===== config.mk =====
export PLATFORM = sky130hd
export DESIGN_NAME = file_register_ctrl
export DESIGN_NICKNAME = d
export VERILOG_FILES = /design/src/rtl/file_register_ctrl.sv
export SDC_FILE = /design/constraint.sdc
export NUM_CORES = 1
export LEC_CHECK = 0
export CAP_MARGIN = 20
export CORE_MARGIN = 4
export CORE_UTILIZATION = 25
export DETAILED_ROUTE_END_ITERATION = 16
export PLACE_DENSITY = 0.92
export SETUP_SLACK_MARGIN = 0.05
export SLEW_MARGIN = 5
export SYNTH_ARGS = -nofsm -noshare
export SYNTH_HDL_FRONTEND = slang
export SYNTH_SLANG_ARGS = --single-unit

===== constraint.sdc =====
create_clock -name clk -period 2.75 [get_ports clk]
set_input_delay 0.4125 -clock clk [delete_from_list [all_inputs] [get_ports clk]]
set_output_delay 0.4125 -clock clk [all_outputs]
set_load 0.03 [all_outputs]

===== src/rtl/file_register_ctrl.sv =====
// file_register_ctrl: arbitrates two write requesters (ALU writeback, memory
// load) onto a single register-file write port and runs a clear sequence that
// zeroes registers 1..N-1. All state changes on the falling clock edge,
// the edge on which the register file samples its write port.
// Optional feature: define FILE_REGISTER_RR_EN for round-robin arbitration;
// otherwise requester A has fixed priority and no history flop exists.
module file_register_ctrl #(
  parameter int DATA_WIDTH = 32,
  parameter int ADDR_WIDTH = 5
) (
  input  logic                  clk,
  input  logic                  reset,
  input  logic                  req_a,
  input  logic [ADDR_WIDTH-1:0] addr_a,
  input  logic [DATA_WIDTH-1:0] data_a,
  input  logic                  req_b,
  input  logic [ADDR_WIDTH-1:0] addr_b,
  input  logic [DATA_WIDTH-1:0] data_b,
  output logic                  ack_a,
  output logic                  ack_b,
  input  logic                  clear_req,
  output logic                  wr_en,
  output logic [ADDR_WIDTH-1:0] wr_addr,
  output logic [DATA_WIDTH-1:0] wr_data,
  output logic                  busy,
  output logic                  clear_done
);

  typedef enum logic {RUN, CLEAR} state_t;

  localparam logic [ADDR_WIDTH-1:0] PTR_FIRST = ADDR_WIDTH'(1);
  localparam logic [ADDR_WIDTH-1:0] PTR_LAST  = {ADDR_WIDTH{1'b1}};

  state_t                state_q, state_d;
  logic [ADDR_WIDTH-1:0] ptr_q, ptr_d;
  logic                  done_q, done_d;
`ifdef FILE_REGISTER_RR_EN
  // High when A won the most recent grant, so B is favoured next.
  logic                  last_a_q, last_a_d;
`endif

  // State, clear pointer, done pulse and arbitration history registers.
  always_ff @(negedge clk) begin
    if (reset) begin
      state_q  <= RUN;
      ptr_q    <= PTR_FIRST;
      done_q   <= 1'b0;
`ifdef FILE_REGISTER_RR_EN
      last_a_q <= 1'b0;
`endif
    end else begin
      state_q  <= state_d;
      ptr_q    <= ptr_d;
      done_q   <= done_d;
`ifdef FILE_REGISTER_RR_EN
      last_a_q <= last_a_d;
`endif
    end
  end

  // Arbitration, write-port steering and next-state logic.
  always_comb begin
    ack_a   = 1'b0;
    ack_b   = 1'b0;
    wr_en   = 1'b0;
    wr_addr = '0;
    wr_data = '0;
    state_d = state_q;
    ptr_d   = ptr_q;
    done_d  = 1'b0;
`ifdef FILE_REGISTER_RR_EN
    last_a_d = last_a_q;
`endif
    case (state_q)
      RUN: begin
`ifdef FILE_REGISTER_RR_EN
        if (req_a && req_b) begin
          ack_a = !last_a_q;
          ack_b = last_a_q;
        end else begin
          ack_a = req_a;
          ack_b = req_b;
        end
        if (ack_a) last_a_d = 1'b1;
        if (ack_b) last_a_d = 1'b0;
`else
        ack_a = req_a;
        ack_b = req_b && !req_a;
`endif
        // r0 is hardwired zero: the grant completes but nothing is written.
        if (ack_a) begin
          wr_addr = addr_a;
          wr_data = data_a;
          wr_en   = |addr_a;
        end else if (ack_b) begin
          wr_addr = addr_b;
          wr_data = data_b;
          wr_en   = |addr_b;
        end
        // A grant in this same cycle still completes at this edge.
        if (clear_req) state_d = CLEAR;
      end
      CLEAR: begin
        wr_en   = 1'b1;
        wr_addr = ptr_q;
        if (ptr_q == PTR_LAST) begin
          state_d = RUN;
          ptr_d   = PTR_FIRST;
          done_d  = 1'b1;
        end else begin
          ptr_d = ptr_q + ADDR_WIDTH'(1);
        end
      end
      default: state_d = RUN;
    endcase
  end

  assign busy       = (state_q == CLEAR);
  assign clear_done = done_q;

endmodule


==> results.md <==
- Crit-path cells: nor2_4, and2_4, buf_12, a22o_4, buf_6
- Yosys reg bits: 7
- TritonCTS clock tree: done
- Most common cell in the synthesized netlist: a22o_1
- Reg clk slew, reported paths: 0.04 ns
- Crit start category: register
- Clk Latency, worst-skew pair: 0.33 ns
- CTS Sinks: 7
- Slew Limit Fails: 0
- Max-Cap Viols: 0
- Kind of critical path: register to primary output
- Seq/Total Area, Yosys: 0.171
- Hold Fails Final Rpt: 0
- Post-synth top area share: 0.343
- Worst Slack Setup Final: -0.537 ns
- Area leader, netlist: a22o_1
- R2R depth: 7
- Worst EP required: approximately 2.3 ns
- Post-Syn Area: 818 um^2
- First-pass GRT wire length: 9110 um
- Lkg Pwr: roughly 0.0012 uW
- Starting density of the core: 0.264
- Routability cong.: 0.906
- Core ar.: 3100 um^2
- Register Area: 144 um^2
- Pre-Repair DR Iteration Count: 4
- Netlist cell types: 27
- Reg2reg setup slack: 0.88 ns
- Drt drc: 0
- PwrDens: 322 nW/um^2
- Initial antenna violation count: 0
- Total power: 876 uW
- IO Pins: 121
- Area used by multi-input combinational logic: 957 um^2
- Fin nets: 323
- Clock Skew: between 0.015 and 0.02 ns
- H-tree levels: 1
- Synth top cells by count: a22o_1 (32), a21oi_1 (8), dfxtp_1 (7), nand2_1 (7), nor2_1 (7)
- CP max stage cell: dfxtp_4
- Post-route ant nets: 0
- Setup violations, final: 41
- Crit path largest cell delay: 0.38 ns
- Final TNS setup: -19.49 ns
- Die Area: 4250 um^2
- CTS Buf Count: 3
- FFs w/ async S/R, synth: 0
- Worst-margin pin slew: 0.426 ns
- Syn Nets: 185
- FP Rows: 20
- Synth top area cells: a22o_1 (34%), dfxtp_1 (17%), buf_6 (5.5%), a21oi_1 (4.9%), mux2i_1 (3.7%)
- EDFF count, synth: 0
- Min-delay worst type: register to register
- Area grow syn2layout: 232%
- Drt initial violations: ~110
- WHS: 0.542 ns
- Worst reg2reg path startpoint: ptr_q[0]
- CTS max path bufs: 2
- Vias in the first global route: between 1500 and 2000
- Die height: about 65 um
- Synth Flop Type: dfxtp_1
- Via density per instance: approximately 5.7
- Relative slew slack: 0.715
- Total GRT Usage: 0.286
- Via count: 1626
- Final wirelength: roughly 7400 um
- Status: finished with violations
- Die width: between 60 and 70 um
- Post-synthesis cell count: 104
- Crit path max fanout: 18
- Hpwl dp: about 4500 um
- Place WS: -0.208 ns
- Share of cells above drive strength 1: 0.456
- Synth Warn #: 0
- Overflow after GRT: 0
- RSZ-0062 raised after global routing: yes
- Worst hold stages: 2
- PortBufs: 120
- Hold Crit Start: ptr_q[3]
- Hold Crit Endpoint: ptr_q[3]
- CTS Root Cell: clkbuf_4
- Failing checks: negative setup slack
- Syn_area_per_cell: 7.87 um^2
- Critical Path AT: 2.87 ns
- IR drop worst, VDD: 365 uV
- Per-cell routed wire length: 26.1 um
- Antenna Cells: 0
- Layout Utilization: 0.875
- Largest net degree at the start of global routing: 28
- CP endpoint kind: primary output
- Filler cell count: 149
- Worst reg2reg endpoint: ptr_q[3]
## cell type report
class | count | area share
Clock inverter | 8 | 0.0111
Tap cell | 44 | 0.0203
Timing Repair Buffer | 139 | 0.551
Sequential cell | 7 | 0.0530
Inverter | 1 | 0.00415
Multi-Input combinational cell | 83 | 0.352
Clock buffer | 3 | 0.00829
## state kept, by name, summed over array words and instances, names as in the netlist
name,cells
ptr_q,5
busy,1
clear_done,1
## worst max-delay path by stage
| stage | startpoint | to | slack [ns] | depth (start not counted) |
|---|---|---|---|---|
| 2_1_floorplan | busy | wr_data[22] | -0.26 | 6 |
| 3_3_place_gp | busy | wr_data[1] | -0.17 | 5 |
| 3_5_place_dp | busy | wr_data[4] | -0.21 | 5 |
| 4_1_cts | busy | wr_data[1] | -0.51 | 5 |
| 5_1_grt | busy | wr_en | -0.58 | 5 |
| 6_report | busy | wr_data[4] | -0.54 | 5 |
## critical path, delay by kind of cell (launching register included)
family / cells / cell delay (ns)
buffers and inverters: 2 / 0.31
and+or+nand+nor: 2 / 0.22
AOI/OAI and AO/OA: 1 / 0.26
DFF: 1 / 0.38
## layout by cell type, fill, tap and decap left out, types with 4 or more instances in the layout
| cell type | n |
|---|---|
| a21oi_1 | 6 |
| a22o_4 | 32 |
| buf_12 | 4 |
| buf_4 | 12 |
| buf_6 | 40 |
| clkdlybuf4s50_1 | 78 |
| dfxtp_1 | 6 |
| inv_1 | 8 |
| nand2_1 | 6 |
| nor2_1 | 5 |
## repair_timing
item,in CTS,in global routing
gates resized for setup,42,18
pin swaps,2,3
buffers inserted,1,6
cloned,0,3
endpoints found under the setup margin,41,41
hold buffers,0,0
## power by group
group	internal, uW	switching [uW]	total, uW
Sequential	109	11.7	121
Combinational	336	284	620
Clock	65.7	69.9	136
## metal layers
layer | track usage | part of all wire | vias to the layer above | wire length (um)
met5 | 0 | 0 | - | 0
met4 | 0.117 | 0.044 | 0 | 327
met1 | 0.308 | 0.36 | 786 | 2680
met3 | 0.0974 | 0.11 | 34 | 841
li1 | - | - | 680 | -
met2 | 0.506 | 0.48 | 126 | 3580
## cell families after synthesis
| logic type | after synthesis | share of synthesized area |
|---|---|---|
| AO/OA/AOI/OAI | 47 | 0.446 |
| AND/OR/NAND/NOR | 31 | 0.202 |
| buffers and inverters | 14 | 0.113 |
| flip-flops | 7 | 0.171 |
| adder cells (fa/ha/maj) | 2 | 0.0306 |
| multiplexers | 3 | 0.0367 |
## stage by stage
| step | area (um^2) | std cells |
|---|---|---|
| final | 2720 | 285 |
| after detailed placement | 2320 | 265 |
| after global routing | 2720 | 285 |
| after CTS | 2530 | 276 |
| after floorplan | 1170 | 104 |
| after global placement | 2320 | 265 |
Power figures use the tool's default switching activity.
